## config.mk

```make
export PLATFORM = sky130hd
export DESIGN_NAME = pfdispatch
export DESIGN_NICKNAME = d
export VERILOG_FILES = /design/src/rtl/pfdispatch.sv
export SDC_FILE = /design/constraint.sdc
export NUM_CORES = 1
export LEC_CHECK = 0
export CORE_MARGIN = 2
export CORE_UTILIZATION = 57
export DETAILED_ROUTE_END_ITERATION = 10
export DONT_BUFFER_PORTS = 1
export PLACE_DENSITY = 0.75
export REMOVE_ABC_BUFFERS = 1
export SYNTH_ARGS = -nofsm -noshare
export SYNTH_HDL_FRONTEND = slang
export SYNTH_SLANG_ARGS = --single-unit
export TNS_END_PERCENT = 10
```

## constraint.sdc

```tcl
create_clock -name clk -period 4.3 [get_ports clk]
set_clock_uncertainty 0.15 [all_clocks]
set_input_delay 0.86 -clock clk [delete_from_list [all_inputs] [get_ports clk]]
set_output_delay 0.86 -clock clk [all_outputs]
set_load 0.02 [all_outputs]
```

## src/rtl/pfdispatch.sv

```systemverilog
// Prefetch dispatcher: queues prefetch ops, expands each op into two candidate lines,
// and steers surviving candidates to the owning DC pipe. Optional PFDISPATCH_DUPFILT_EN adds a recent-address filter.
module pfdispatch #(
  parameter int LADDR_W   = 40,
  parameter int SPTBR_W   = 38,
  parameter int DELTA_W   = 8,
  parameter int WEIGHT_W  = 4,
  parameter int W_HI      = 8,
  parameter int W_LO      = 4,
  parameter int OPQ_DEPTH = 4,
  parameter int STATBITS  = 16
) (
  input  logic                clk,
  input  logic                reset,

  input  logic                pfgtopfe_op_valid,
  output logic                pfgtopfe_op_retry,
  input  logic [DELTA_W-1:0]  pfgtopfe_op_d1,
  input  logic [DELTA_W-1:0]  pfgtopfe_op_d2,
  input  logic [WEIGHT_W-1:0] pfgtopfe_op_w1,
  input  logic [WEIGHT_W-1:0] pfgtopfe_op_w2,
  input  logic [LADDR_W-1:0]  pfgtopfe_op_laddr,
  input  logic [SPTBR_W-1:0]  pfgtopfe_op_sptbr,

  output logic                pftodc_req0_valid,
  input  logic                pftodc_req0_retry,
  output logic [LADDR_W-1:0]  pftodc_req0_laddr,
  output logic [SPTBR_W-1:0]  pftodc_req0_sptbr,
  output logic                pftodc_req0_l2,

  output logic                pftodc_req1_valid,
  input  logic                pftodc_req1_retry,
  output logic [LADDR_W-1:0]  pftodc_req1_laddr,
  output logic [SPTBR_W-1:0]  pftodc_req1_sptbr,
  output logic                pftodc_req1_l2,

  output logic [STATBITS-1:0] pfd_nissue,
  output logic [STATBITS-1:0] pfd_ndrop
);

  localparam int PTR_W = $clog2(OPQ_DEPTH);
  localparam int CNT_W = $clog2(OPQ_DEPTH + 1);
  localparam logic [CNT_W-1:0]    CNT_FULL = CNT_W'(OPQ_DEPTH);
  localparam logic [CNT_W-1:0]    CNT_ONE  = CNT_W'(1);
  localparam logic [WEIGHT_W-1:0] W_LO_V   = WEIGHT_W'(W_LO);
  localparam logic [WEIGHT_W-1:0] W_HI_V   = WEIGHT_W'(W_HI);

  typedef struct packed {
    logic [DELTA_W-1:0]  d1;
    logic [DELTA_W-1:0]  d2;
    logic [WEIGHT_W-1:0] w1;
    logic [WEIGHT_W-1:0] w2;
    logic [LADDR_W-1:0]  laddr;
    logic [SPTBR_W-1:0]  sptbr;
  } op_t;

  typedef enum logic [1:0] {S_IDLE, S_C1, S_C2} state_t;

  // ---------------- op queue ----------------
  op_t              opq_mem [OPQ_DEPTH];
  logic [PTR_W-1:0] wr_ptr_reg, rd_ptr_reg;
  logic [CNT_W-1:0] count_reg;
  op_t              op_in, head;
  logic             push, pop;

  state_t state_reg, state_next;

  assign op_in = '{d1: pfgtopfe_op_d1, d2: pfgtopfe_op_d2,
                   w1: pfgtopfe_op_w1, w2: pfgtopfe_op_w2,
                   laddr: pfgtopfe_op_laddr, sptbr: pfgtopfe_op_sptbr};

  // Retry depends on registered count only: a full queue refuses even when popping.
  assign pfgtopfe_op_retry = (count_reg == CNT_FULL);
  assign push = pfgtopfe_op_valid && !pfgtopfe_op_retry;
  assign head = opq_mem[rd_ptr_reg];

  always_ff @(posedge clk) begin
    if (push) opq_mem[wr_ptr_reg] <= op_in;
  end

  always_ff @(posedge clk) begin
    if (reset) begin
      wr_ptr_reg <= '0;
      rd_ptr_reg <= '0;
      count_reg  <= '0;
    end else begin
      if (push) wr_ptr_reg <= wr_ptr_reg + PTR_W'(1);
      if (pop)  rd_ptr_reg <= rd_ptr_reg + PTR_W'(1);
      case ({push, pop})
        2'b10:   count_reg <= count_reg + CNT_ONE;
        2'b01:   count_reg <= count_reg - CNT_ONE;
        default: count_reg <= count_reg;
      endcase
    end
  end

  // ---------------- candidate evaluation ----------------
  logic [DELTA_W-1:0]  cand_d;
  logic [WEIGHT_W-1:0] cand_w;
  logic [LADDR_W-1:0]  cand_addr;
  logic                cand_active, cand_dup, cand_drop, cand_l2, cand_pipe;
  logic [1:0]          pipe_valid, pipe_retry, pipe_free, load;
  logic                resolve, drop_evt;

  assign cand_active = (state_reg != S_IDLE);
  assign cand_d      = (state_reg == S_C2) ? head.d2 : head.d1;
  assign cand_w      = (state_reg == S_C2) ? head.w2 : head.w1;
  assign cand_addr   = head.laddr + {{(LADDR_W-DELTA_W){cand_d[DELTA_W-1]}}, cand_d};
  assign cand_drop   = (cand_d == '0) || (cand_w < W_LO_V) || cand_dup;
  assign cand_l2     = (cand_w < W_HI_V);
  assign cand_pipe   = cand_addr[0];

  assign pipe_retry = {pftodc_req1_retry, pftodc_req0_retry};
  // A register is usable if empty or transferring out this very cycle.
  assign pipe_free  = ~pipe_valid | ~pipe_retry;

  always_comb begin
    load     = 2'b00;
    resolve  = 1'b0;
    drop_evt = 1'b0;
    if (cand_active) begin
      if (cand_drop) begin
        drop_evt = 1'b1;
        resolve  = 1'b1;
      end else if (pipe_free[cand_pipe]) begin
        resolve         = 1'b1;
        load[cand_pipe] = 1'b1;
      end
    end
  end

  assign pop = (state_reg == S_C2) && resolve;

  // ---------------- sequencing FSM ----------------
  always_ff @(posedge clk) begin
    if (reset) state_reg <= S_IDLE;
    else       state_reg <= state_next;
  end

  always_comb begin
    state_next = state_reg;
    case (state_reg)
      S_IDLE: if (count_reg != '0 || push) state_next = S_C1;
      S_C1:   if (resolve) state_next = S_C2;
      S_C2:   if (resolve) state_next = (count_reg > CNT_ONE || push) ? S_C1 : S_IDLE;
      default: state_next = S_IDLE;
    endcase
  end

  // ---------------- per-pipe output registers ----------------
  for (genvar gi = 0; gi < 2; gi++) begin : g_pipe
    logic               valid_reg;
    logic [LADDR_W-1:0] laddr_reg;
    logic [SPTBR_W-1:0] sptbr_reg;
    logic               l2_reg;

    always_ff @(posedge clk) begin
      if (reset) begin
        valid_reg <= 1'b0;
        laddr_reg <= '0;
        sptbr_reg <= '0;
        l2_reg    <= 1'b0;
      end else if (load[gi]) begin
        valid_reg <= 1'b1;
        laddr_reg <= cand_addr;
        sptbr_reg <= head.sptbr;
        l2_reg    <= cand_l2;
      end else if (!pipe_retry[gi]) begin
        valid_reg <= 1'b0;
      end
    end
  end

  assign pipe_valid        = {g_pipe[1].valid_reg, g_pipe[0].valid_reg};
  assign pftodc_req0_valid = g_pipe[0].valid_reg;
  assign pftodc_req0_laddr = g_pipe[0].laddr_reg;
  assign pftodc_req0_sptbr = g_pipe[0].sptbr_reg;
  assign pftodc_req0_l2    = g_pipe[0].l2_reg;
  assign pftodc_req1_valid = g_pipe[1].valid_reg;
  assign pftodc_req1_laddr = g_pipe[1].laddr_reg;
  assign pftodc_req1_sptbr = g_pipe[1].sptbr_reg;
  assign pftodc_req1_l2    = g_pipe[1].l2_reg;

  // ---------------- optional duplicate filter ----------------
`ifdef PFDISPATCH_DUPFILT_EN
  logic [LADDR_W-1:0] filt_addr_reg [4];
  logic [3:0]         filt_valid_reg;
  logic [1:0]         filt_ptr_reg;
  logic [3:0]         filt_hit;

  for (genvar gi = 0; gi < 4; gi++) begin : g_filt
    assign filt_hit[gi] = filt_valid_reg[gi] && (filt_addr_reg[gi] == cand_addr);
  end

  assign cand_dup = |filt_hit;

  always_ff @(posedge clk) begin
    if (reset) begin
      filt_valid_reg <= '0;
      filt_ptr_reg   <= '0;
      for (int i = 0; i < 4; i++) filt_addr_reg[i] <= '0;
    end else if (|load) begin
      filt_addr_reg[filt_ptr_reg]  <= cand_addr;
      filt_valid_reg[filt_ptr_reg] <= 1'b1;
      filt_ptr_reg                 <= filt_ptr_reg + 2'd1;
    end
  end
`else
  assign cand_dup = 1'b0;
`endif

  // ---------------- saturating statistics ----------------
  logic [STATBITS-1:0] nissue_reg, ndrop_reg;

  always_ff @(posedge clk) begin
    if (reset) begin
      nissue_reg <= '0;
      ndrop_reg  <= '0;
    end else begin
      if (|load && !(&nissue_reg))  nissue_reg <= nissue_reg + STATBITS'(1);
      if (drop_evt && !(&ndrop_reg)) ndrop_reg <= ndrop_reg + STATBITS'(1);
    end
  end

  assign pfd_nissue = nissue_reg;
  assign pfd_ndrop  = ndrop_reg;

endmodule
```

==> results of run 1 <==
==> worst min-delay path by stage <==
stage | startpoint | end | cells past startpoint
after global routing | reset | pftodc_req1_laddr[2]$_SDFFE_PP0P_ | 1
after detailed placement | count_reg[2]$_SDFFE_PP0P_ | count_reg[2]$_SDFFE_PP0P_ | 2
after CTS | reset | pftodc_req1_laddr[2]$_SDFFE_PP0P_ | 1
after global placement | count_reg[2]$_SDFFE_PP0P_ | count_reg[2]$_SDFFE_PP0P_ | 2
final | pfgtopfe_op_sptbr[28] | opq_mem[3][28]$_DFFE_PP_ | 0
after floorplan | count_reg[2]$_SDFFE_PP0P_ | count_reg[2]$_SDFFE_PP0P_ | 2
==> critical path, stage by stage (launching register included) <==
cell      delay, ns
dfxtp_4        0.38
buf_4          0.12
buf_12         0.12
mux4_2         0.50
mux2i_2        0.24
inv_1          0.08
ha_1           0.36
o21a_1         0.16
o211ai_1       0.26
a311oi_2       0.07
buf_4          0.18
o311ai_2       0.37
nand3_1        0.21
o22ai_1        0.33
buf_4          0.17
xnor2_1        0.15
nand2_1        0.10
a21oi_1        0.15
==> cell usage after synthesis (all sizes together) (11+ instances only) <==
| cell type | count |
|---|---|
| nand2 | 198 |
| a21oi | 138 |
| mux4 | 98 |
| or3 | 11 |
| mux2i | 71 |
| nand3b | 12 |
| dfxtp | 203 |
| nor2 | 125 |
| edfxtp | 392 |
| clkbuf | 43 |
| nand3 | 22 |
| inv | 34 |
| xor2 | 13 |
| o21ai | 35 |
| xnor2 | 46 |
| a21o | 20 |
| ha | 50 |
| nor3 | 17 |
| and2 | 11 |
| buf | 38 |
==> cell usage in the layout, fill, tap and decap left out, types with 6 or more instances in the layout <==
cell | netlist | layout
a21o_1 | 20 | 20
a21oi_1 | 138 | 136
a31oi_1 | 8 | 8
and2_4 | 0 | 6
and3_1 | 10 | 10
buf_12 | 0 | 14
buf_4 | 7 | 70
clkbuf_1 | 43 | 13
clkbuf_16 | 0 | 62
clkbuf_8 | 0 | 13
clkinv_2 | 0 | 11
dfxtp_1 | 203 | 201
edfxtp_1 | 392 | 392
ha_1 | 50 | 43
inv_1 | 34 | 32
mux2i_1 | 71 | 65
mux4_2 | 98 | 98
nand2_1 | 197 | 197
nand2b_1 | 7 | 7
nand3_1 | 22 | 21
nand3b_1 | 12 | 12
nand4_1 | 7 | 7
nor2_1 | 125 | 124
nor2b_1 | 10 | 8
nor3_1 | 17 | 17
o211ai_1 | 8 | 8
o21ai_0 | 34 | 31
o21bai_1 | 6 | 6
or3_1 | 11 | 11
xnor2_1 | 46 | 46
xor2_1 | 13 | 13
==> power by group through the flow <==
stage | Combinational (µW) | Clock [µW] | Sequential (µW)
after floorplan | 2260 | 0 | 7380
after global placement | 3150 | 0 | 7370
after detailed placement | 3250 | 0 | 7400
after CTS | 3290 | 5110 | 7280
after global routing | 3710 | 5320 | 7320
final | 3380 | 5010 | 7280
==> final cells by class <==
class / count / area (µm²) / area share (%)
multi-input combinational: 980 / 7810 / 28.7
sequential: 595 / 15800 / 58.2
timing repair buffer: 87 / 843 / 3.10
inverter: 34 / 128 / 0.469
tap: 539 / 674 / 2.48
clock buffer: 89 / 1780 / 6.55
clock inverter: 18 / 154 / 0.565
==> per-layer routing <==
metal  global-route usage [%]  up-vias  wire length (µm)
li1                         -     6437                 -
met1                     28.3     6875             20700
met2                     39.9      404             25600
met3                     6.54       79              3620
met4                     7.17        0              1140
met5                        0        -                 0
==> logic make-up after synthesis <==
| kind of cell | Yosys count |
|---|---|
| flops | 595 |
| fa+ha+maj | 51 |
| simple gates | 451 |
| buf+inv | 115 |
| xor+xnor | 59 |
| compound gates | 250 |
| mux | 169 |
==> repair_timing <==
action | CTS | global route
gates resized for setup | 10 | 34
pin swaps | 6 | 13
setup endpoints to repair | 15 | 34
buffers inserted | 0 | 7
hold buffers | 0 | 0
==> through the flow <==
step	worst slack [ns]	total power [µW]	utilization (%)	hold WS (ns)	cells
after floorplan	-4.08	9640	-	0.311	1609
after global placement	-0.108	10500	60.0	0.338	2228
after detailed placement	-0.118	10600	60.0	0.344	2228
after CTS	0.00304	15700	64.7	0.148	2335
after global routing	-0.100	16400	65.2	0.155	2342
final	0.0839	15700	65.2	0.200	2342
==> impl_metrics.yaml, run 1 <==
sta:
  maxSlewHeadroom_pct: 46.8
  worstMarginPinSlew_ns: 0.798
  period_share_pct: 98.0
  tns_ns: 0
  hold_viol: 0
  final-setup-viol-count: 0
  fmax_mhz: 237
  report.final.slew_viol_count: 0
  period_needed_ns: 4.22
yosys:
  synth_edf_count: 392
  synth_top_area_share_pct: 49.1
  synth_ff_type: "edfxtp_1"
  synth-adder-area-share_pct: 2.69
  synth_xor_area_share_pct: 2.16
  synth.yosys.seq_area_share_pct: 66.0
  muxShareOfSynthArea_pct: 12.2
  synth-compound-area-share_pct: 6.23
  synth_top_family_by_area: "multiplexers"
  synth_top_area_cell: "edfxtp_1"
  avgSynthCellArea_um2: 14.2
  async_reset_ff_share_pct: 0
  synth_simple_gate_area_share_pct: 8.42
  netlist_top_cells_area: "edfxtp_1 (49%), dfxtp_1 (17%), mux4_2 (9.2%)"
  synth-warning-count: 0
  netlist_area_mm2: 0.0240
  ys_ff_latch: 595
  synth.distinct_cells: 59
  synthCells: 1690
power_and_ir_drop:
  power_frac_comb_pct: 21.6
  leakage_uw: 0.00954
  p_sw_uw: 4600
  seq_power_share_pct: 46.4
  p_int_uw: 11100
  swShare_pct: 29.4
  ir_drop_mv: 0.440
  power.share.clock_pct: 32.0
  cellPowerDensity_mw_per_mm2: 575
critical_path:
  reg2regPathDepth: 17
  cp_max_fo: 8
  critPathKind: "reg -> reg"
  cp-start-kind: "flip-flop"
  critical_path_arrival_ns: 4.58
  crit_end: "pftodc_req1_laddr[31]$_SDFFE_PP0P_"
  required_ns: 4.66
  r2r_end: "pftodc_req1_laddr[31]$_SDFFE_PP0P_"
  cp-end-kind: "flip-flop"
  reg2reg_slack_ns: 0.08
cells_and_area:
  design_area_mm2: 0.0272
  fillCellCount: 2935
  fin_nets: 1913
  largest_register_ffs: 392
  area_growth_pct: 13.6
  top_register: "opq_mem"
  antenna_cells: 0
  drive_above_1_share_pct: 18.1
floorplan:
  start_util_pct: 57.4
  rows: 75
  core_mm2: 0.0418
  die_y_um: 209
  die-area_mm2: 0.0437
  io_pins: 300
  die_width_um: 209
clock_tree:
  cts_max_level: 2
  cts_sinks: 595
  clock-root-buffer: "clkbuf_16"
  cts_tree: "built"
  max-clock-path-buffers: 3
  cts_buffers: 57
  clk_pin_slew_ns: 0.07
  clock_latency_ns: 0.60
global_routing:
  antenna_found_initial: 0
  grt_pass1_vias: 13953
  grt_max_degree: 216
  grt_pass1_wl_mm: 77.5
  track_usage_pct: 23.1
  gr-total-overflow: 0
route:
  drtPass1Iterations: 5
  drc: 0
  drt-vias-per-instance: 5.89
  vias: 13795
  wl_per_cell_um: 21.8
  wirelength_mm: 51.1
  ant_nets: 0
  first_iter_violations: 1080
flow_run:
  max_cap_violations: 0
status:
  status: "finished, final reports clean"
placed_design:
  port_buffers: 0
  hpwl_mm: 33.1
  gp_congestion: 0.917
  postPlaceCellArea_mm2: 0.0250
hold_path:
  hp-class: "in -> reg"
Power figures use the tool's default switching activity.
==> inputs of run 2 (changes only) <==
--- a/config.mk
+++ b/config.mk
@@ -11,6 +11,7 @@
 export DONT_BUFFER_PORTS = 1
 export PLACE_DENSITY = 0.75
 export REMOVE_ABC_BUFFERS = 1
+export SLEW_MARGIN = 40
 export SYNTH_ARGS = -nofsm -noshare
 export SYNTH_HDL_FRONTEND = slang
 export SYNTH_SLANG_ARGS = --single-unit
==> results of run 2 <==
Same layout as run 1: the final DEF is identical, and so are final timing and power.
